===== src/rtl/block_extract_lock_if.sv =====
// Bus between the gearbox/seeker front end and the block extract/lock stage.
// Carries the buffer view, the seeker result, and the extracted block and lock status.
// No handshake of its own: buffer_dv qualifies inputs, data_valid_o qualifies outputs.
interface block_extract_lock_if;
  logic [193:0] gbox_buffer;
  logic [5:0]   gbox_cnt;
  logic         buffer_dv;
  logic         is_synced;
  logic [6:0]   offset_pos;
  logic [63:0]  data_o;
  logic [1:0]   hdr_o;
  logic         data_valid_o;
  logic         locked_o;
  logic [6:0]   lock_offset_o;
  logic         hdr_err_o;
  logic         realign_o;

  modport slave (
    input  gbox_buffer, gbox_cnt, buffer_dv, is_synced, offset_pos,
    output data_o, hdr_o, data_valid_o, locked_o, lock_offset_o, hdr_err_o, realign_o
  );

  modport master (
    output gbox_buffer, gbox_cnt, buffer_dv, is_synced, offset_pos,
    input  data_o, hdr_o, data_valid_o, locked_o, lock_offset_o, hdr_err_o, realign_o
  );
endinterface


===== src/rtl/block_extract_lock.sv =====
// Latches the seeker offset, verifies sync headers there, then extracts aligned 66-bit blocks.
// Latency: all outputs registered, 1 cycle after the sampled buffer_dv.
// No backpressure: one block per buffer_dv; cycles without buffer_dv hold all state.
module block_extract_lock #(
  parameter int LOCK_GOOD = 16,
  parameter int ERR_MAX   = 8,
  parameter int WIN_LEN   = 64,
  parameter int MAX_POS   = 65
) (
  input logic             clk_i,
  input logic             rst_i,
  block_extract_lock_if.slave bus
);
  localparam int GW = $clog2(LOCK_GOOD + 1);
  localparam int EW = $clog2(ERR_MAX + 1);
  localparam int WW = $clog2(WIN_LEN + 1);

  typedef enum logic [1:0] {HUNT, VERIFY, LOCKED} state_t;

  state_t          state_q, state_d;
  logic [GW-1:0]   good_q, good_d, good_inc;
  logic [EW-1:0]   errs_q, errs_d, errs_next;
  logic [WW-1:0]   win_q, win_d;
  logic [6:0]      off_q, off_d;
  logic [63:0]     data_q, data_d;
  logic [1:0]      hdr_q, hdr_d;
  logic            valid_q, valid_d;
  logic            herr_q, herr_d;
  logic            realign_q, realign_d;
  logic            locked_q, locked_d;

  // Window into the buffer: base never exceeds 128, so base+65 stays inside bit 193.
  logic [7:0]      base;
  logic [65:0]     blk;
  logic            hdr_good;

  assign base      = {1'b0, off_q} + {2'b00, bus.gbox_cnt};
  assign blk       = 66'(bus.gbox_buffer >> base);
  assign hdr_good  = (blk[65:64] == 2'b01) || (blk[65:64] == 2'b10);
  assign good_inc  = good_q + GW'(1);
  assign errs_next = hdr_good ? errs_q : errs_q + EW'(1);

  // Next-state and next-output decode; only a buffer_dv cycle can change anything.
  always_comb begin
    state_d   = state_q;
    good_d    = good_q;
    errs_d    = errs_q;
    win_d     = win_q;
    off_d     = off_q;
    data_d    = data_q;
    hdr_d     = hdr_q;
    valid_d   = 1'b0;
    herr_d    = 1'b0;
    realign_d = 1'b0;
    if (bus.buffer_dv) begin
      case (state_q)
        HUNT: begin
          if (bus.is_synced && (bus.offset_pos <= 7'(MAX_POS))) begin
            off_d   = bus.offset_pos;
            good_d  = '0;
            state_d = VERIFY;
          end
        end
        VERIFY: begin
          if (hdr_good) begin
            good_d = good_inc;
            if (good_inc == GW'(LOCK_GOOD)) begin
              state_d = LOCKED;
              errs_d  = '0;
              win_d   = '0;
            end
          end else begin
            herr_d    = 1'b1;
            realign_d = 1'b1;
            state_d   = HUNT;
          end
        end
        LOCKED: begin
          valid_d = 1'b1;
          data_d  = blk[63:0];
          hdr_d   = blk[65:64];
          herr_d  = !hdr_good;
          // The error is charged to the window it arrived in before any window reset.
          if (errs_next == EW'(ERR_MAX)) begin
            realign_d = 1'b1;
            state_d   = HUNT;
            errs_d    = '0;
            win_d     = '0;
          end else if (win_q == WW'(WIN_LEN - 1)) begin
            errs_d = '0;
            win_d  = '0;
          end else begin
            errs_d = errs_next;
            win_d  = win_q + WW'(1);
          end
        end
        default: state_d = HUNT;
      endcase
    end
    locked_d = (state_d == LOCKED);
  end

  // State, counters and registered outputs; reset clears everything immediately.
  always_ff @(posedge clk_i or posedge rst_i) begin
    if (rst_i) begin
      state_q   <= HUNT;
      good_q    <= '0;
      errs_q    <= '0;
      win_q     <= '0;
      off_q     <= '0;
      data_q    <= '0;
      hdr_q     <= '0;
      valid_q   <= 1'b0;
      herr_q    <= 1'b0;
      realign_q <= 1'b0;
      locked_q  <= 1'b0;
    end else begin
      state_q   <= state_d;
      good_q    <= good_d;
      errs_q    <= errs_d;
      win_q     <= win_d;
      off_q     <= off_d;
      data_q    <= data_d;
      hdr_q     <= hdr_d;
      valid_q   <= valid_d;
      herr_q    <= herr_d;
      realign_q <= realign_d;
      locked_q  <= locked_d;
    end
  end

  assign bus.data_o        = data_q;
  assign bus.hdr_o         = hdr_q;
  assign bus.data_valid_o  = valid_q;
  assign bus.locked_o      = locked_q;
  assign bus.lock_offset_o = off_q;
  assign bus.hdr_err_o     = herr_q;
  assign bus.realign_o     = realign_q;
endmodule


===== src/flat_wrapper.sv =====
// flat-port wrapper written by rule: the top's interface ports become plain ports
module block_extract_lock_flat 
#(
  parameter int LOCK_GOOD = 16,
  parameter int ERR_MAX   = 8,
  parameter int WIN_LEN   = 64,
  parameter int MAX_POS   = 65
)
  (clk_i, rst_i, bus_gbox_buffer, bus_gbox_cnt, bus_buffer_dv, bus_is_synced, bus_offset_pos, bus_data_o, bus_hdr_o, bus_data_valid_o, bus_locked_o, bus_lock_offset_o, bus_hdr_err_o, bus_realign_o);
  block_extract_lock_if bus_i ();
  input logic clk_i;
  input logic rst_i;
  input wire logic [$bits(bus_i.gbox_buffer)-1:0] bus_gbox_buffer;
  input wire logic [$bits(bus_i.gbox_cnt)-1:0] bus_gbox_cnt;
  input wire logic [$bits(bus_i.buffer_dv)-1:0] bus_buffer_dv;
  input wire logic [$bits(bus_i.is_synced)-1:0] bus_is_synced;
  input wire logic [$bits(bus_i.offset_pos)-1:0] bus_offset_pos;
  output wire logic [$bits(bus_i.data_o)-1:0] bus_data_o;
  output wire logic [$bits(bus_i.hdr_o)-1:0] bus_hdr_o;
  output wire logic [$bits(bus_i.data_valid_o)-1:0] bus_data_valid_o;
  output wire logic [$bits(bus_i.locked_o)-1:0] bus_locked_o;
  output wire logic [$bits(bus_i.lock_offset_o)-1:0] bus_lock_offset_o;
  output wire logic [$bits(bus_i.hdr_err_o)-1:0] bus_hdr_err_o;
  output wire logic [$bits(bus_i.realign_o)-1:0] bus_realign_o;
  assign bus_i.gbox_buffer = bus_gbox_buffer;
  assign bus_i.gbox_cnt = bus_gbox_cnt;
  assign bus_i.buffer_dv = bus_buffer_dv;
  assign bus_i.is_synced = bus_is_synced;
  assign bus_i.offset_pos = bus_offset_pos;
  assign bus_data_o = bus_i.data_o;
  assign bus_hdr_o = bus_i.hdr_o;
  assign bus_data_valid_o = bus_i.data_valid_o;
  assign bus_locked_o = bus_i.locked_o;
  assign bus_lock_offset_o = bus_i.lock_offset_o;
  assign bus_hdr_err_o = bus_i.hdr_err_o;
  assign bus_realign_o = bus_i.realign_o;
  block_extract_lock #(.LOCK_GOOD(LOCK_GOOD), .ERR_MAX(ERR_MAX), .WIN_LEN(WIN_LEN), .MAX_POS(MAX_POS)) u_core (.clk_i(clk_i), .rst_i(rst_i), .bus(bus_i));
endmodule

===== config.mk =====
export PLATFORM = sky130hd
export DESIGN_NAME = block_extract_lock_flat
export DESIGN_NICKNAME = d
export VERILOG_FILES = /design/src/rtl/block_extract_lock_if.sv /design/src/rtl/block_extract_lock.sv /design/src/flat_wrapper.sv
export SDC_FILE = /design/constraint.sdc
export NUM_CORES = 1
export LEC_CHECK = 0
export CORE_ASPECT_RATIO = 0.7
export CORE_MARGIN = 2
export CORE_UTILIZATION = 55
export CTS_BUF_LIST = sky130_fd_sc_hd__clkbuf_4
export DETAILED_ROUTE_END_ITERATION = 7
export HOLD_SLACK_MARGIN = 0.06
export PLACE_DENSITY = 0.81
export SKIP_CTS_REPAIR_TIMING = 1
export SLEW_MARGIN = 20
export SYNTH_ARGS = -nofsm -noshare
export SYNTH_HDL_FRONTEND = slang
export SYNTH_SLANG_ARGS = --single-unit
export TNS_END_PERCENT = 30

===== constraint.sdc =====
create_clock -name clk_i -period 7.15 [get_ports clk_i]
set_clock_uncertainty 0.05 [all_clocks]
set_input_delay 0.715 -clock clk_i [delete_from_list [all_inputs] [get_ports clk_i]]
set_output_delay 0.715 -clock clk_i [all_outputs]
set_load 0.01 [all_outputs]

==> results of run 1 <==
-- logic make-up (layout without fill, tap and decap cells) --
family | after synthesis | count (layout) | share of synthesized area
other cells | 0 | 3 | 0
flops | 95 | 95 | 0.136
xor+xnor | 3 | 3 | 0.00150
buf+inv | 243 | 372 | 0.0604
mux | 383 | 383 | 0.323
simple gates | 1027 | 1027 | 0.244
compound gates | 641 | 641 | 0.224
fa+ha+maj | 14 | 14 | 0.0104
-- flip-flops by register name (all words and copies together) (netlist names) --
name                      count
u_core.bus.lock_offset_o      7
u_core.win_q                  7
u_core.bus.hdr_err_o          1
u_core.bus.data_o            64
u_core.errs_q                 4
u_core.state_q                2
u_core.bus.realign_o          1
u_core.good_q                 5
u_core.bus.locked_o           1
u_core.bus.hdr_o              2
u_core.bus.data_valid_o       1
-- area by class of cell --
cell class / count / area, µm² / area share
multi-input cells: 2068 / 14200 / 0.686
repair buffers: 341 / 3370 / 0.163
flip-flops and latches: 95 / 2380 / 0.115
well taps: 420 / 526 / 0.0254
clock inverters: 6 / 97.6 / 0.00471
clock buffers: 10 / 75.1 / 0.00363
inverters: 15 / 58.8 / 0.00284
diodes: 3 / 7.51 / 0.000363
-- metrics by stage --
stage | instance area, µm² | std cells | util
global route | 20700 | 2957 | 0.662
floorplan | 17500 | 2406 | -
CTS | 20700 | 2955 | 0.662
detailed placement | 20500 | 2939 | 0.656
finish | 20700 | 2958 | 0.662
global placement | 20500 | 2939 | 0.656
-- layout by cell type, fill, tap and decap left out, types with 12 or more instances in the layout --
cell             instances
a211oi_1                32
nand3_1                 36
a21oi_1                127
buf_4                   47
nor2_1                 266
nor3_1                  49
o311ai_0                13
or3_1                   38
ha_1                    12
a22oi_1                 30
dfrtp_1                 95
mux4_2                 141
o211ai_1                66
nand2_1                562
o21a_1                  16
inv_1                   13
o21ai_0                248
mux2i_1                191
clkdlybuf4s50_1        287
mux2_2                  47
o22ai_1                 21
-- layer usage --
metal / vias to the layer above / GRT usage / share of wire
met1: 9791 / 0.595 / 0.36
met3: 395 / 0.161 / 0.15
li1: 9080 / - / -
met2: 1767 / 0.732 / 0.43
met5: - / 0 / 0.00016
met4: 2 / 0.224 / 0.065
-- worst max path at each step --
stage / startpoint / end / cells past startpoint
6_report: bus_gbox_cnt[0] / u_core.bus.data_o[0] / 15
2_1_floorplan: bus_gbox_cnt[0] / u_core.win_q[0] / 18
5_1_grt: bus_gbox_cnt[0] / u_core.bus.data_o[43] / 15
3_3_place_gp: bus_gbox_cnt[0] / u_core.win_q[0] / 18
3_5_place_dp: bus_gbox_cnt[0] / u_core.win_q[0] / 18
4_1_cts: bus_gbox_cnt[0] / u_core.win_q[0] / 18
==> flow_summary.toml, run 1 <==
[outcome]
status = "finished, violations left"
violations = "design-rule violations"

[cts]
clock_latency_ns = 0.51
htree_levels = 3
clk_pin_slew_ns = 0.20
cts.sinks = 95
ctsRootBufferMaster = "clkbuf_4"
clk_path_buf_depth = 2
cts_buffers = 9
cts_tree = "yes"

[global_routing]
grt_pass1_vias = 19400
antenna_found_initial = 4
grt_pass1_wl_um = 120000
gr-total-overflow = 0
grt_usage = 0.473
grt_start_max_net_pins = 125

[route]
routedWlPerCell_um = 27.1
first_pass_iters = 8
drc_errors = 13
wl_um = 80000
drtIter0Drc = 3653
vias_per_cell = 7.11
postRouteAntennaNets = 0
num_vias = 21000

[floorplan]
io_pins = 288
dieArea_um2 = 33300
core.rowCount = 54
initial_utilization = 0.560
die_y_um = 153
coreArea_um2 = 31300
die_x_um = 217

[synthesis]
netlist_top_cells_area = "mux4_2 18%, dfrtp_1 14%, nand2_1 12%, mux2i_1 11%, o21ai_0 7.1%"
seq_area_frac_synth = 0.136
syn_area_per_cell_um2 = 7.28
syn_inst = 2406
synth.most_common_cell = "nand2_1"
async_flop_share = 1.00
ys_warn_count = 0
synth_common_cells = "566 x nand2_1, 270 x nor2_1, 250 x o21ai_0, 191 x mux2i_1, 141 x mux4_2"
synthesis.nets = 2631
synth.cell_area_um2 = 17500
synth-main-ff-cell = "dfrtp_1"
synth_edf_count = 0
yosys_register_bits = 95
netlist.area_leader.share = 0.181
yosys.area.top_type = "mux4_2"
synth.distinct_cells = 71

[final_layout]
drive_above_1_share = 0.120
layout.nets = 2755
syn_to_final_growth_pct = 18.2
fillers = 2755

[setup_path]
r2r_end = "u_core.bus.data_o[0]"
crit_buf_inv = 4
slowest_stage = "o311ai_0"
path_cells = "clkdlybuf4s50_1 -> ha_4 -> inv_1 -> fa_4 -> buf_12 -> clkinv_1 -> a21oi_1 -> nand2_1 -> nand2_1 -> nor2_1 -> o311ai_0 -> o211ai_1 -> o21ai_0 -> a22oi_1 -> o21ai_0"
arrival_ns = 6.25
r2r_slack_ns = 1.51
path_delay_family = "compound AO/OA/AOI/OAI gates"
crit_type = "input port to flip-flop"
cp_data_required_time_ns = 7.53
cpPeakStageDelay_ns = 1.08
critPathLaunchType = "input port"
critPathMaxFanout = 83
r2r-start = "u_core.bus.lock_offset_o[0]"
endpoint_kind = "flip-flop"
rr_worst_depth = 14

[timing]
finalSetupTns_ns = 0
max_slew_margin = 0.111
drv_slew = 0
min_period_ns = 5.87
hold-worst-slack_ns = 0.393
max_freq_mhz = 170
fin_ws_ns = 1.28
finalCritPeriodShare = 0.821
hold_viol = 0
worst_pin_slew_ns = 1.32
rsz0062_at_grt = "no"
setup_viol = 0

[worst_hold_path]
min_path_type = "input port to asynchronous set/reset pin"

[placement]
numPortBuffers = 287
dp_slack_ns = 1.33
gp_congestion = 1.10
dp_hpwl_um = 62600

[flow_run]
cap_violations = 0
Power of run 1 is left out: the tool's default activity adds up to more than one toggle a clock period on the data nets, which glitch-free logic cannot reach.
==> run 2: changes to the inputs <==
--- a/config.mk
+++ b/config.mk
@@ -7,11 +7,11 @@
 export LEC_CHECK = 0
 export CORE_ASPECT_RATIO = 0.7
 export CORE_MARGIN = 2
-export CORE_UTILIZATION = 55
+export CORE_UTILIZATION = 51
 export CTS_BUF_LIST = sky130_fd_sc_hd__clkbuf_4
 export DETAILED_ROUTE_END_ITERATION = 7
 export HOLD_SLACK_MARGIN = 0.06
-export PLACE_DENSITY = 0.81
+export PLACE_DENSITY = 0.79
 export SKIP_CTS_REPAIR_TIMING = 1
 export SLEW_MARGIN = 20
 export SYNTH_ARGS = -nofsm -noshare
==> constraint.sdc (replaced) <==
create_clock -name clk_i -period 5.1 [get_ports clk_i]
set_clock_uncertainty 0.05 [all_clocks]
set_input_delay 0.51 -clock clk_i [delete_from_list [all_inputs] [get_ports clk_i]]
set_output_delay 0.51 -clock clk_i [all_outputs]
set_load 0.01 [all_outputs]
==> flow_summary.toml, run 2 (synthesis results as in run 1) <==
[outcome]
status = "finished clean"

[route]
vias_per_cell = 6.87
postRouteAntennaNets = 0
drc_errors = 0
routedWlPerCell_um = 26.7
num_vias = 21500
first_pass_iters = 5
drtIter0Drc = 3569
wl_um = 83600

[worst_hold_path]
min_path_type = "input port to asynchronous set/reset pin"

[setup_path]
rr_worst_depth = 17
crit_type = "input port to flip-flop"
endpoint_kind = "flip-flop"
cp_data_required_time_ns = 5.51
critPathLaunchType = "input port"
critPathMaxFanout = 10
arrival_ns = 5.34

[timing]
finalCritPeriodShare = 0.966
max_freq_mhz = 203
finalSetupTns_ns = 0
drv_slew = 0
worst_pin_slew_ns = 1.01
setup_viol = 0
min_period_ns = 4.92
rsz0062_at_grt = "no"
max_slew_margin = 0.324
hold_viol = 0

[global_routing]
grt_start_max_net_pins = 125
grt_pass1_wl_um = 126000
antenna_found_initial = 3
gr-total-overflow = 0
grt_pass1_vias = 20300
grt_usage = 0.461

[final_layout]
drive_above_1_share = 0.169
fin_util = 0.653
largest_reg_flops = 64
instances_no_fill = 3127
layout.nets = 2908
layout_commonest_cell = "nand2_1"
mostFrequentLayoutCells = "562 x nand2_1, 287 x clkdlybuf4s50_1, 266 x nor2_1"
syn_to_final_growth_pct = 25.4

[floorplan]
coreArea_um2 = 33600
io_pins = 288
dieArea_um2 = 35900
die_x_um = 225
initial_utilization = 0.521
die_y_um = 159
core.rowCount = 56

[cts]
htree_levels = 3
cts_tree = "yes"
cts_buffers = 9
clk_pin_slew_ns = 0.18
cts.sinks = 95
clk_path_buf_depth = 2
ctsRootBufferMaster = "clkbuf_4"
clock_latency_ns = 0.52

[placement]
numPortBuffers = 287
dp_hpwl_um = 66100
numPlacedInstances = 3107
gp_congestion = 1.09

[flow_run]
cap_violations = 0
==> run 2: cell count changes in the layout (fill, tap and decap cells not counted), sizes merged <==
cell	previous run	this run
bufinv	2	0
clkinv	2	3
buf	54	207
clkbuf	10	9
diode	3	4
clkinvlp	0	1
inv	17	18
==> run 2: cell type report <==
class                      count  area (µm²)
multi-input combinational   2068       14200
fill                        2911       11700
timing repair buffer         494        4650
sequential                    95        2380
tap                          435         544
clock buffer                   9        67.6
clock inverter                 7        65.1
inverter                      15        58.8
antenna                        4        10.0
==> run 2: per-stage QoR <==
| stage | cell area, µm² | worst slack [ns] | hold slack [ns] |
|---|---|---|---|
| detailed placement | 21800 | -0.204 | 0.419 |
| global route | 22000 | 0.0198 | 0.431 |
| CTS | 22000 | 0.343 | 0.384 |
| floorplan | 17500 | 0.685 | 0.412 |
| finish | 22000 | 0.175 | 0.361 |
| global placement | 21800 | -0.0203 | 0.411 |
==> run 2: final timing paths <==
kind,startpoint,slack [ns],end
min,rst_i,0.36,u_core.bus.data_o[63]
max reg2reg,u_core.bus.lock_offset_o[0],0.19,u_core.win_q[4]
min reg2reg,u_core.bus.data_o[10],0.45,u_core.bus.data_o[10]
max,bus_gbox_cnt[0],0.18,u_core.win_q[4]
max in group asynchronous,rst_i,3.60,u_core.good_q[3]
min in group clk_i,u_core.bus.data_o[10],0.45,u_core.bus.data_o[10]
==> run 2: critical path: stages <==
cell	delay, ns
clkdlybuf4s50_1	0.50
ha_4	0.14
inv_1	0.06
fa_4	0.91
buf_4	0.23
buf_4	0.16
mux4_2	0.31
nand4_1	0.11
and3_1	0.22
nor2_1	0.10
nor3_1	0.53
nor3_1	0.10
o21ai_0	0.33
a41o_1	0.27
nor2_1	0.10
buf_4	0.15
o41ai_1	0.43
o2bb2ai_1	0.17
==> run 2: per-layer routing <==
layer | global-route usage | routed length, µm
met1 | 0.593 | 31200
met2 | 0.705 | 36200
met3 | 0.121 | 10600
met4 | 0.256 | 5590
met5 | 0 | 0
Power of run 2 is left out for the same reason.
